[src/rtl/router_1xn.sv]
// router_1xn: routes length/parity-framed byte packets from one source into NCH byte FIFOs.
// Optional ROUTER_SOFT_RESET_EN: a channel left unread for TIMEOUT cycles is flushed.
module router_1xn #(
  parameter int unsigned NCH     = 3,
  parameter int unsigned DEPTH   = 16,
  parameter int unsigned TIMEOUT = 30
) (
  input  logic             clock,
  input  logic             resetn,
  input  logic             pkt_valid,
  input  logic [7:0]       data_in,
  input  logic [NCH-1:0]   read_enb,
  output logic [NCH-1:0]   vld_out,
  output logic [8*NCH-1:0] data_out,
  output logic             busy,
  output logic             err
);
  localparam int unsigned AW = $clog2(DEPTH);
  localparam int unsigned PW = AW + 1;

  localparam logic [2:0] S_IDLE  = 3'd0;
  localparam logic [2:0] S_WAIT  = 3'd1;
  localparam logic [2:0] S_LOAD  = 3'd2;
  localparam logic [2:0] S_STALL = 3'd3;
  localparam logic [2:0] S_CHECK = 3'd4;
  localparam logic [2:0] S_DROP  = 3'd5;

  logic [2:0] state_q, state_nxt;
  logic [7:0] hdr_q, hdr_nxt;
  logic [7:0] par_q, par_nxt;
  logic [7:0] hold_q, hold_nxt;
  logic [6:0] cnt_q, cnt_nxt;
  logic       hold_last_q, hold_last_nxt;
  logic       perr_q, perr_nxt;
  logic       err_nxt;

  logic       wr_en_c;
  logic [1:0] wr_ch_c;
  logic [7:0] wr_data_c;

  logic [7:0]    mem [NCH][DEPTH];
  logic [PW-1:0] wr_ptr_q [NCH];
  logic [PW-1:0] rd_ptr_q [NCH];
  logic [PW-1:0] wr_ptr_nxt [NCH];
  logic [PW-1:0] rd_ptr_nxt [NCH];

  logic [NCH-1:0] empty_c, full_c, rd_fire_c, wr_fire_c, flush_c, hit_in_c, hit_hdr_c;
  logic           in_addr_ok_c, in_tgt_empty_c, tgt_empty_c, tgt_full_c, tgt_flush_c;

  // Per-channel FIFO status and address decode
  always_comb begin
    for (int i = 0; i < NCH; i++) begin
      empty_c[i]   = (wr_ptr_q[i] == rd_ptr_q[i]);
      full_c[i]    = (wr_ptr_q[i][AW] != rd_ptr_q[i][AW]) &&
                     (wr_ptr_q[i][AW-1:0] == rd_ptr_q[i][AW-1:0]);
      rd_fire_c[i] = read_enb[i] & ~empty_c[i];
      hit_in_c[i]  = (data_in[1:0] == 2'(i));
      hit_hdr_c[i] = (hdr_q[1:0] == 2'(i));
    end
  end

  assign in_addr_ok_c   = |hit_in_c;
  assign in_tgt_empty_c = |(empty_c & hit_in_c);
  assign tgt_empty_c    = |(empty_c & hit_hdr_c);
  // A full FIFO that is being read this edge can still take a byte
  assign tgt_full_c     = |(full_c & ~rd_fire_c & hit_hdr_c);
  assign tgt_flush_c    = |(flush_c & hit_hdr_c);

`ifdef ROUTER_SOFT_RESET_EN
  localparam int unsigned TW = $clog2(TIMEOUT + 1);
  logic [TW-1:0] idle_q [NCH];

  always_comb begin
    for (int i = 0; i < NCH; i++) begin
      flush_c[i] = ~empty_c[i] & ~read_enb[i] & (idle_q[i] == TW'(TIMEOUT - 1));
    end
  end

  // Counts cycles a channel holds data with no read strobe
  always_ff @(posedge clock or negedge resetn) begin
    if (!resetn) begin
      for (int i = 0; i < NCH; i++) idle_q[i] <= '0;
    end else begin
      for (int i = 0; i < NCH; i++) begin
        if (empty_c[i] || read_enb[i] || flush_c[i]) idle_q[i] <= '0;
        else                                         idle_q[i] <= idle_q[i] + TW'(1);
      end
    end
  end
`else
  assign flush_c = '0;
`endif

  // Next-state and datapath decode
  always_comb begin
    state_nxt     = state_q;
    hdr_nxt       = hdr_q;
    par_nxt       = par_q;
    cnt_nxt       = cnt_q;
    hold_nxt      = hold_q;
    hold_last_nxt = hold_last_q;
    perr_nxt      = perr_q;
    err_nxt       = err;
    wr_en_c       = 1'b0;
    wr_ch_c       = hdr_q[1:0];
    wr_data_c     = hdr_q;
    case (state_q)
      S_IDLE: begin
        wr_ch_c = data_in[1:0];
        if (pkt_valid) begin
          hdr_nxt  = data_in;
          par_nxt  = data_in;
          cnt_nxt  = '0;
          perr_nxt = 1'b0;
          if (!in_addr_ok_c) begin
            state_nxt = S_DROP;
          end else begin
            err_nxt = 1'b0;
            if (in_tgt_empty_c) begin
              wr_en_c   = 1'b1;
              wr_data_c = data_in;
              state_nxt = S_LOAD;
            end else begin
              state_nxt = S_WAIT;
            end
          end
        end
      end
      S_WAIT: begin
        if (tgt_empty_c) begin
          wr_en_c   = 1'b1;
          wr_data_c = hdr_q;
          state_nxt = S_LOAD;
        end
      end
      S_LOAD: begin
        if (pkt_valid) begin
          par_nxt = par_q ^ data_in;
          cnt_nxt = (cnt_q == 7'h7f) ? cnt_q : cnt_q + 7'd1;
        end else begin
          perr_nxt = (par_q != data_in);
        end
        if (tgt_flush_c) begin
          state_nxt = pkt_valid ? S_DROP : S_IDLE;
        end else if (tgt_full_c) begin
          hold_nxt      = data_in;
          hold_last_nxt = ~pkt_valid;
          state_nxt     = S_STALL;
        end else begin
          wr_en_c   = 1'b1;
          wr_data_c = data_in;
          state_nxt = pkt_valid ? S_LOAD : S_CHECK;
        end
      end
      S_STALL: begin
        if (tgt_flush_c) begin
          state_nxt = hold_last_q ? S_IDLE : S_DROP;
        end else if (!tgt_full_c) begin
          wr_en_c   = 1'b1;
          wr_data_c = hold_q;
          state_nxt = hold_last_q ? S_CHECK : S_LOAD;
        end
      end
      S_CHECK: begin
        err_nxt   = perr_q | (cnt_q != 7'(hdr_q[7:2]));
        state_nxt = S_IDLE;
      end
      S_DROP: begin
        if (!pkt_valid) state_nxt = S_IDLE;
      end
      default: state_nxt = S_IDLE;
    endcase
  end

  // FSM and packet datapath registers
  always_ff @(posedge clock or negedge resetn) begin
    if (!resetn) begin
      state_q     <= S_IDLE;
      hdr_q       <= '0;
      par_q       <= '0;
      cnt_q       <= '0;
      hold_q      <= '0;
      hold_last_q <= 1'b0;
      perr_q      <= 1'b0;
      err         <= 1'b0;
      busy        <= 1'b0;
    end else begin
      state_q     <= state_nxt;
      hdr_q       <= hdr_nxt;
      par_q       <= par_nxt;
      cnt_q       <= cnt_nxt;
      hold_q      <= hold_nxt;
      hold_last_q <= hold_last_nxt;
      perr_q      <= perr_nxt;
      err         <= err_nxt;
      busy        <= (state_nxt == S_WAIT) || (state_nxt == S_STALL) || (state_nxt == S_CHECK);
    end
  end

  // Pointer updates; a flush wins over any write on the same edge
  always_comb begin
    for (int i = 0; i < NCH; i++) begin
      wr_fire_c[i]  = wr_en_c & (wr_ch_c == 2'(i)) & ~flush_c[i];
      wr_ptr_nxt[i] = flush_c[i] ? '0 : wr_ptr_q[i] + PW'(wr_fire_c[i]);
      rd_ptr_nxt[i] = flush_c[i] ? '0 : rd_ptr_q[i] + PW'(rd_fire_c[i]);
    end
  end

  always_ff @(posedge clock or negedge resetn) begin
    if (!resetn) begin
      for (int i = 0; i < NCH; i++) begin
        wr_ptr_q[i] <= '0;
        rd_ptr_q[i] <= '0;
      end
      vld_out  <= '0;
      data_out <= '0;
    end else begin
      for (int i = 0; i < NCH; i++) begin
        wr_ptr_q[i] <= wr_ptr_nxt[i];
        rd_ptr_q[i] <= rd_ptr_nxt[i];
        vld_out[i]  <= (wr_ptr_nxt[i] != rd_ptr_nxt[i]);
        if (rd_fire_c[i]) data_out[8*i +: 8] <= mem[i][rd_ptr_q[i][AW-1:0]];
      end
    end
  end

  // FIFO storage, no reset needed since pointers define contents
  always_ff @(posedge clock) begin
    for (int i = 0; i < NCH; i++) begin
      if (wr_fire_c[i]) mem[i][wr_ptr_q[i][AW-1:0]] <= wr_data_c;
    end
  end

endmodule

[config.mk]
export PLATFORM = sky130hd
export DESIGN_NAME = router_1xn
export DESIGN_NICKNAME = d
export VERILOG_FILES = /design/src/rtl/router_1xn.sv
export SDC_FILE = /design/constraint.sdc
export NUM_CORES = 1
export LEC_CHECK = 0
export CAP_MARGIN = 40
export CORE_MARGIN = 2
export CORE_UTILIZATION = 46
export DETAILED_ROUTE_END_ITERATION = 16
export PLACE_DENSITY = 0.7
export SKIP_CTS_REPAIR_TIMING = 1
export SLEW_MARGIN = 30
export SYNTH_ARGS = -nofsm -noshare
export SYNTH_HDL_FRONTEND = slang
export SYNTH_SLANG_ARGS = --single-unit
[constraint.sdc]
create_clock -name clock -period 6.9 [get_ports clock]
set_input_delay 2.07 -clock clock [delete_from_list [all_inputs] [get_ports clock]]
set_output_delay 2.07 -clock clock [all_outputs]
set_load 0.05 [all_outputs]
==> metrics, run 1 <==
register area share after synthesis 0.707; Synth area leader edfxtp_1; Crit Path Class in -> reg; crit start category input port; pwr/cell area between 400 and 500 nW/um^2; I/O pins 43; vias in the first global route 10,300; period utilisation layout 0.714; Cells after Synth 1,069; H-tree Lvls 2; Synthesis Warnings 0; largest net degree at the start of global routing 55; Clock Path Buffers 3; root buf cell clkbuf_16; CP dominant cell by count ha_1; via count about 10,000; top post-synthesis cells by count edfxtp_1 (384), mux4_2 (120), dfrtp_1 (95); Yosys top cell area share 0.587; Req. time, crit path 7.32 ns; finished layout cell area 22,700 sq um; P_leak 7.76 nW; Data arrival, critical path 5.35 ns; die area ~44,000 sq um; f_max 0.203 GHz; Yosys cell types 51; clk_lat worst skew 0.56 ns; core area ~42,000 sq um; Die Ht approximately 210 um; global-route wire length before repair around 63,000 um; Post-synth EDFFs ~380; final WL approximately 40,000 um; Hold Path Class reg -> reg; Antenna Diode Count 0; clk slew on worst S/H paths 0.06 ns; Antenna Nets Post-Route 0; TritonCTS clock tree done; Final min period 4.93 ns; Post-DP Area 21,200 sq um; standard-cell rows 75; Setup crit end kind flip-flop; GR Util All Layers 0.187; syn nets 1,096; most common cell in the netlist edfxtp_1; CP max stage delay 0.66 ns; TritonCTS Sinks 479; Slew Limit Fails 0; initial antenna violation count 1; Yosys reg bits roughly 480; status completed; dpl hpwl between 20,000 and 30,000 um; drt pass-1 iters 5; Final TNS setup 0 ns; buffer and inverter count on the worst path 3; ys flop type edfxtp_1; post-synthesis instance area 19,700 sq um; Crit path max-delay family buffers and inverters; slew margin rel. 0.435; area grow syn2layout 15.6%; CP max-delay cell o31ai_2; Synth Area per Inst 18.4 sq um; Worst-Margin Slew approximately 0.84 ns; maximum vdd ir drop about 190 uV; CTS buffer count between 40 and 50; Nets between 1,000 and 1,500; Critical Path Fanout Max 12; FILL cells 3,229; cells along the critical path clkdlybuf4s50_1, nor2b_1, nand2_1, a31oi_1, buf_4, o31ai_2, inv_1, ha_1, ha_1, nand3_1, xnor2_1, xor2_1, nor2_1, nand4_1; final setup fails 0; Final Skew about 0.021 ns; gr ovfl total 0; async set-or-reset flop fraction in the synthesized netlist 0.198; top post-synthesis cells by area edfxtp_1 (59%), mux4_2 (14%), dfrtp_1 (12%), mux2_2 (2.2%), xnor2_1 (1.6%); Starting Density 0.468; Initial DRC Count a little over 1,000; final hold viol count 0; GP Congestion 0.856; Max Cap Viol 0; vias per std cell 5.73; # DRC 0; Routed WL per cell around 23 um; Buffers on Ports 42; Chip Width 211 um; fraction of layout cells with a size suffix above 1 0.268; RSZ-0062 raised after global routing no
[cells in the final DEF, fill, tap and decap left out, types with 3 or more instances in the layout]
cell type,count
edfxtp_1,384
mux4_2,120
dfrtp_1,92
buf_4,66
clkbuf_16,48
nand2_1,47
clkdlybuf4s50_1,41
mux2_2,39
nor3_1,38
xnor2_1,37
xor2_1,28
nor2_1,25
nand3_1,22
o21ai_0,21
nand2b_1,18
nor4_1,18
a21oi_1,18
inv_1,17
clkbuf_1,16
ha_1,13
clkinv_2,10
nand4_1,8
o21ai_4,7
a222oi_1,6
o22ai_1,6
bufinv_16,6
clkinv_1,4
nor3_2,3
nor2b_1,3
a31oi_1,3
or2_2,3
dfrtp_2,3
[worst paths after layout]
path	start	end	slack, ns	cells after the start
max in group asynchronous	resetn	rd_ptr_q[10]$_DFF_PN0_	4.19	2
worst min register to register	hold_q[0]$_DFFE_PN0P_	hold_q[0]$_DFFE_PN0P_	0.50	1
min in group asynchronous	resetn	par_q[4]$_DFFE_PN0P_	1.51	1
worst min-delay path	hold_q[0]$_DFFE_PN0P_	hold_q[0]$_DFFE_PN0P_	0.50	1
worst max register to register	rd_ptr_q[11]$_DFF_PN0_	vld_out[2]$_DFF_PN0_	2.53	15
worst max-delay path	pkt_valid	vld_out[2]$_DFF_PN0_	1.97	14
[per-layer routing]
| metal | global-route usage | vias to the layer above | part of all wire |
|---|---|---|---|
| li1 | - | 4483 | - |
| met1 | 0.262 | 5219 | 0.43 |
| met2 | 0.309 | 263 | 0.50 |
| met3 | 0.0306 | 55 | 0.048 |
| met4 | 0.0520 | 2 | 0.020 |
| met5 | 0 | - | 0.00032 |
[area by class of cell]
| class | instances | area, sq um | area share |
|---|---|---|---|
| inverter | 17 | 63.8 | 0.00281 |
| clock buffer | 64 | 1260 | 0.0555 |
| tap | 539 | 674 | 0.0297 |
| multi-input combinational | 514 | 5550 | 0.244 |
| sequential | 479 | 13900 | 0.612 |
| timing repair buffer | 112 | 982 | 0.0432 |
| clock inverter | 24 | 285 | 0.0126 |
[worst register-to-register path: stages, from the launching register on]
cell and delay, ns:
dfrtp_1 0.32, buf_4 0.43, xor2_1 0.16, nor4_2 0.77
a22o_1 0.41, nor3_2 0.12, buf_4 0.19, o31ai_2 0.69
inv_1 0.10, ha_1 0.23, ha_1 0.20, nand3_1 0.11
xnor2_1 0.16, xor2_1 0.11, nor2_1 0.11, nand4_1 0.12
[report_power, final]
| group | internal, mW | switching (mW) | total [mW] |
|---|---|---|---|
| combinational | 1.45 | 2.18 | 3.64 |
| clock | 1.51 | 1.04 | 2.55 |
| sequential | 4.01 | 0.329 | 4.33 |
[registers in the layout, summed over array words and instances (netlist names), 7 cells and up]
| signal | flops |
|---|---|
| wr_ptr_q | 15 |
| mem | 384 |
| hdr_q | 8 |
| rd_ptr_q | 15 |
| par_q | 8 |
| data_out | 24 |
| cnt_q | 7 |
| hold_q | 8 |
[kinds of logic (layout without fill, tap and decap cells)]
group	Yosys count	count (layout)	synth area share
DFF	479	479	0.707
buffers and inverters	76	217	0.0160
AOI/OAI and AO/OA	79	79	0.0272
muxes	160	160	0.160
and+or+nand+nor	197	197	0.0517
xor gates and xnor gates	65	65	0.0290
adders and majority gates	13	13	0.00827
[per-stage QoR]
step | instances | util | worst slack [ns] | total power [mW] | hold slack (ns)
floorplan | 1069 | - | 1.42 | 6.78 | 0.463
global placement | 1655 | 0.501 | 1.23 | 7.90 | 0.482
detailed placement | 1659 | 0.503 | 1.33 | 8.06 | 0.491
CTS | 1747 | 0.540 | 1.92 | 10.6 | 0.506
global route | 1749 | 0.541 | 1.64 | 11.0 | 0.518
finish | 1749 | 0.541 | 1.97 | 10.5 | 0.502
No activity file was read; power rests on OpenSTA's default activity.
==> run 2, diff against run 1 <==
PLACE_DENSITY = 0.72   (was 0.7)
clock period = 4.05 ns   (was 6.9 ns; I/O delays follow)
==> run 2 against run 1 <==
- clock skew grew 0.0027 ns
- flip-flop and latch count is the same
- clock power grew 73%
- sequential share of layout area shrank 0.83 points
- cell area grew 1.4%
- largest cell class unchanged
- largest power group unchanged
- highest routed layer is now met4
==> metrics, run 2 (synthesis results as in run 1) <==
die area approximately 44,000 sq um; Die Ht about 210 um; Final min period 3.55 ns; most common cell after layout, fill and taps aside edfxtp_1; Final Skew 0.0241 ns; status completed; sequential cell area approximately 14,000 sq um; standard-cell rows 75; initial antenna violation count 0; largest net degree at the start of global routing 53; I/O pins 43; Net Sw Power 6.05 mW; P_leak 7.94 nW; most frequent cells in the layout edfxtp_1 (384), mux4_2 (120), buf_4 (95), dfrtp_1 (92), clkbuf_16 (49); total power between 15 and 20 mW; Antenna Nets Post-Route 0; Crit Path Class in -> reg; final WL between 30,000 and 40,000 um; dpl hpwl roughly 26,000 um; CTS buffer count 48; fraction of layout cells with a size suffix above 1 0.288; Core Util, Final 0.548; clk_lat worst skew between 0.5 and 0.6 ns; final hold viol count 0; H-tree Lvls 2; TritonCTS Sinks approximately 480; Clock Path Buffers 3; Antenna Diode Count 0; global-route wire length before repair 62,800 um; TritonCTS clock tree done; Placed Cells incl. Taps 1,691; Chip Width 211 um; Req. time, crit path 4.49 ns; Setup crit end kind flip-flop; number of flip-flops in the largest register 384; Post-Layout Cell Count 1,777; Switching Fraction 0.333; # DRC 0; sequential share of power 0.399; crit start category input port; via count 10,200; core area 42,000 sq um; Worst-Margin Slew 0.728 ns; Max Cap Viol 0; Routed WL per cell about 22 um; Clk pwr share 0.243; Cell Int Power 12.1 mW; FILL cells 3,173; Hold Path Class reg -> reg; area grow syn2layout 17.2%; Starting Density 0.468; f_max 0.282 GHz; Final TNS setup 0 ns; Buffers on Ports 42; pwr/cell area slightly below 800 nW/um^2; maximum vdd ir drop 446 uV; gr ovfl total 0; drt pass-1 iters 5; RSZ-0062 raised after global routing no; slew margin rel. 0.513; Initial DRC Count 902; period utilisation layout 0.877; final setup fails 0; Multi-input gate area 5530 sq um; vias in the first global route approximately 11,000; vias per std cell 5.73; Nets 1,230; GP Congestion roughly 0.86; Slew Limit Fails 0; Data arrival, critical path 3.99 ns; GR Util All Layers 0.187; Logic pwr share 0.358; clk slew on worst S/H paths 0.06 ns; root buf cell clkbuf_16; Critical Path Fanout Max 7
## run 2: changes by cell type in the layout (fill, tap and decap cells not counted), moves of 2 or more
cell,previous run,this run
clkinv_2,10,7
clkinv_4,0,2
clkinvlp_4,2,6
clkinv_1,4,11
clkbuf_1,16,4
buf_16,1,5
buf_4,66,95
## run 2: final timing paths
check	start	end	slack (ns)	cells past startpoint
hold / removal	hold_last_q$_DFFE_PN0P_	hold_last_q$_DFFE_PN0P_	0.50	2
setup reg to reg	wr_ptr_q[12]$_DFF_PN0_	vld_out[1]$_DFF_PN0_	0.69	15
hold reg to reg	hold_last_q$_DFFE_PN0P_	hold_last_q$_DFFE_PN0P_	0.50	2
max in group asynchronous	resetn	rd_ptr_q[5]$_DFF_PN0_	2.60	2
setup / recovery	read_enb[0]	vld_out[1]$_DFF_PN0_	0.50	14
min in group asynchronous	resetn	data_out[1]$_DFFE_PN0P_	0.67	1
## run 2: layout make-up
| class | instances | share of cell area |
|---|---|---|
| sequential | 479 | 0.604 |
| multi-input combinational | 514 | 0.240 |
| timing repair buffer | 143 | 0.0563 |
| clock buffer | 53 | 0.0539 |
| tap | 539 | 0.0293 |
| clock inverter | 32 | 0.0138 |
| inverter | 17 | 0.00277 |
## run 2: layer usage
metal  vias to the layer above  GRT usage  routed length, um
li1                       4541          -                  -
met1                      5287      0.258              17000
met2                       286      0.309              19800
met3                        76     0.0314               2170
met4                         0     0.0551                971
met5                         -          0                  0
## run 2: power groups by stage
stage	registers, mW	clock network (mW)	logic, mW
after detailed placement	7.35	0	6.50
after global routing	7.31	4.69	7.01
after global placement	7.35	0	6.08
after CTS	7.25	4.49	6.54
final	7.25	4.41	6.50
after floorplan	7.79	0	3.77
## run 2: stage by stage
step                      setup slack [ns]  area [sq um]  hold slack (ns)
after floorplan                     -0.570         19700            0.463
after global placement              -0.151         21300            0.482
after detailed placement           -0.0356         21500            0.489
after CTS                            0.548         23000            0.506
after global routing                 0.211         23000            0.514
final                                0.500         23000            0.501
## run 2: worst max-delay path, stage by stage
cell and delay (ns):
clkdlybuf4s50_1 0.49, nor4_1 0.06, a22o_1 0.28, nor3_2 0.47, buf_4 0.27, o31ai_2 0.10
inv_1 0.07, ha_1 0.17, ha_1 0.18, nand3_1 0.10, xnor2_1 0.18, xor2_1 0.17
nor2_1 0.11, nand4_1 0.11
==> run 3, diff against run 2 <==
CORE_MARGIN = 3   (was 2)
==> run 3 against run 2 <==
- wire length up 2.1%
- maximum frequency is 0.82% higher
- cell area about the same
- first-iteration DRC count grew 19%
- cell count grew 0.34%
- via count rose by 0.75%
==> metrics, run 3 (synthesis results as in run 1) <==
status completed; Hold Path Class in -> async; Crit Reg-Reg Endpoint vld_out[0]$_DFF_PN0_; RSZ-0062 raised after global routing no; CTS buffer count 47; Antenna Diode Count 0; CP dominant cell by count ha_1; Final min period 3.52 ns; Critical Path Fanout Max 8; Clk pwr share 0.235; dpl hpwl 26,200 um; Cell Int Power 12.0 mW; TritonCTS clock tree done; number of flip-flops in the largest register 384; final hold viol count 0; Crit path max-delay family buffers and inverters; sequential share of power 0.402; finished layout cell area 23,000 sq um; Net Sw Power between 6 and 7 mW; maximum vdd ir drop 422 uV; clk_lat worst skew around 0.57 ns; crit start category input port; global-route wire length before repair around 63,000 um; Die Ht 213 um; CP max-delay cell clkdlybuf4s50_1; Worst-Margin Slew 0.752 ns; Routed WL per cell roughly 23 um; Final TNS setup 0 ns; vias per std cell roughly 5.8; Final Skew roughly 0.019 ns; standard-cell rows 75; CP max stage delay 0.51 ns; final setup fails 0; P_leak 7.96 nW; # DRC 0; clk slew on worst S/H paths roughly 0.060 ns; Clock Path Buffers 3; TritonCTS Sinks 479; via count 10,300; Setup crit end kind flip-flop; buffer and inverter count on the worst path 3; Worst Reg-to-Reg Cells 13; most frequent cells in the layout edfxtp_1 (384), mux4_2 (120), buf_4 (98), dfrtp_1 (92), clkbuf_16 (48); Crit Path Class in -> reg; H-tree Lvls 2; largest net degree at the start of global routing 53; Req. time, crit path 4.49 ns; GR Util All Layers 0.186; drt pass-1 iters 6; setup slack, reg-to-reg 0.68 ns; area grow syn2layout 17.1%; core area about 42,000 sq um; I/O pins 43; GP Congestion about 0.87; Slew Limit Fails 0; most common cell after layout, fill and taps aside edfxtp_1; f_max 0.284 GHz; root buf cell clkbuf_16; slew margin rel. 0.495; Max Cap Viol 0; die area 45,300 sq um; cells along the critical path clkdlybuf4s50_1, nor4_1, a22o_1, nor3_2, buf_4, o31ai_1, inv_1, ha_1, ha_1, nand3_1, xnor2_1, xor2_1, nor2_1, nand4_1; vias in the first global route 10,600; Post-DP Area between 20,000 and 25,000 sq um; Data arrival, critical path 3.97 ns; Antenna Nets Post-Route 0; Nets roughly 1,200; Starting Density 0.468; Worst R2R Start wr_ptr_q[5]$_DFF_PN0_; Initial DRC Count approximately 1,100; pwr/cell area roughly 780 nW/um^2; period utilisation layout 0.869; Core Util, Final 0.548; Buffers on Ports 42; Switching Fraction 0.335; gr ovfl total 0; initial antenna violation count 1; fraction of layout cells with a size suffix above 1 0.288; final WL 40,700 um; Chip Width 213 um; Logic pwr share 0.363
-- run 3: changes by cell type in the layout (fill, tap and decap cells not counted), sizes merged --
| cell | change |
|---|---|
| inv | +1 |
| clkinvlp | -5 |
| bufinv | -2 |
| buf | +4 |
| clkinv | -3 |
| clkbuf | +11 |
-- run 3: routing by layer --
metal  global-route usage  part of all wire  vias to the layer above
met4               0.0523             0.024                        2
li1                     -                 -                     4557
met3               0.0288             0.050                       83
met5                    0           0.00032                        -
met2                0.304              0.49                      305
met1                0.263              0.43                     5319
-- run 3: area by class of cell --
| type | count | area (sq um) |
|---|---|---|
| Timing Repair Buffer | 147 | 1340 |
| Tap cell | 539 | 674 |
| Clock buffer | 64 | 1270 |
| Multi-Input combinational cell | 514 | 5530 |
| Inverter | 17 | 63.8 |
| Fill cell | 3192 | 19000 |
| Clock inverter | 23 | 228 |
| Sequential cell | 479 | 13900 |
-- run 3: worst max-delay path by stage --
stage,end,cells past startpoint,from,slack [ns]
after floorplan,mem[0][100]$_DFFE_PP_,5,read_enb[0],-0.57
after global placement,vld_out[2]$_DFF_PN0_,13,read_enb[0],-0.19
after detailed placement,vld_out[2]$_DFF_PN0_,14,read_enb[0],-0.04
after CTS,vld_out[2]$_DFF_PN0_,14,read_enb[0],0.55
after global routing,vld_out[0]$_DFF_PN0_,14,data_in[1],0.35
final,vld_out[2]$_DFF_PN0_,14,read_enb[0],0.53
-- run 3: stage by stage --
| step | hold slack [ns] | cells | setup slack [ns] | power, mW |
|---|---|---|---|---|
| floorplan | 0.463 | 1069 | -0.570 | 11.6 |
| global placement | 0.481 | 1687 | -0.194 | 13.4 |
| detailed placement | 0.490 | 1694 | -0.0388 | 13.9 |
| CTS | 0.506 | 1781 | 0.547 | 18.2 |
| global route | 0.488 | 1783 | 0.345 | 18.9 |
| finish | 0.491 | 1783 | 0.529 | 18.0 |
-- run 3: power groups by stage --
stage / Combinational [mW] / Sequential (mW) / Clock, mW
final: 6.55 / 7.25 / 4.24
after global routing: 7.06 / 7.31 / 4.53
after CTS: 6.60 / 7.25 / 4.32
after detailed placement: 6.57 / 7.34 / 0
after global placement: 6.07 / 7.34 / 0
after floorplan: 3.77 / 7.79 / 0
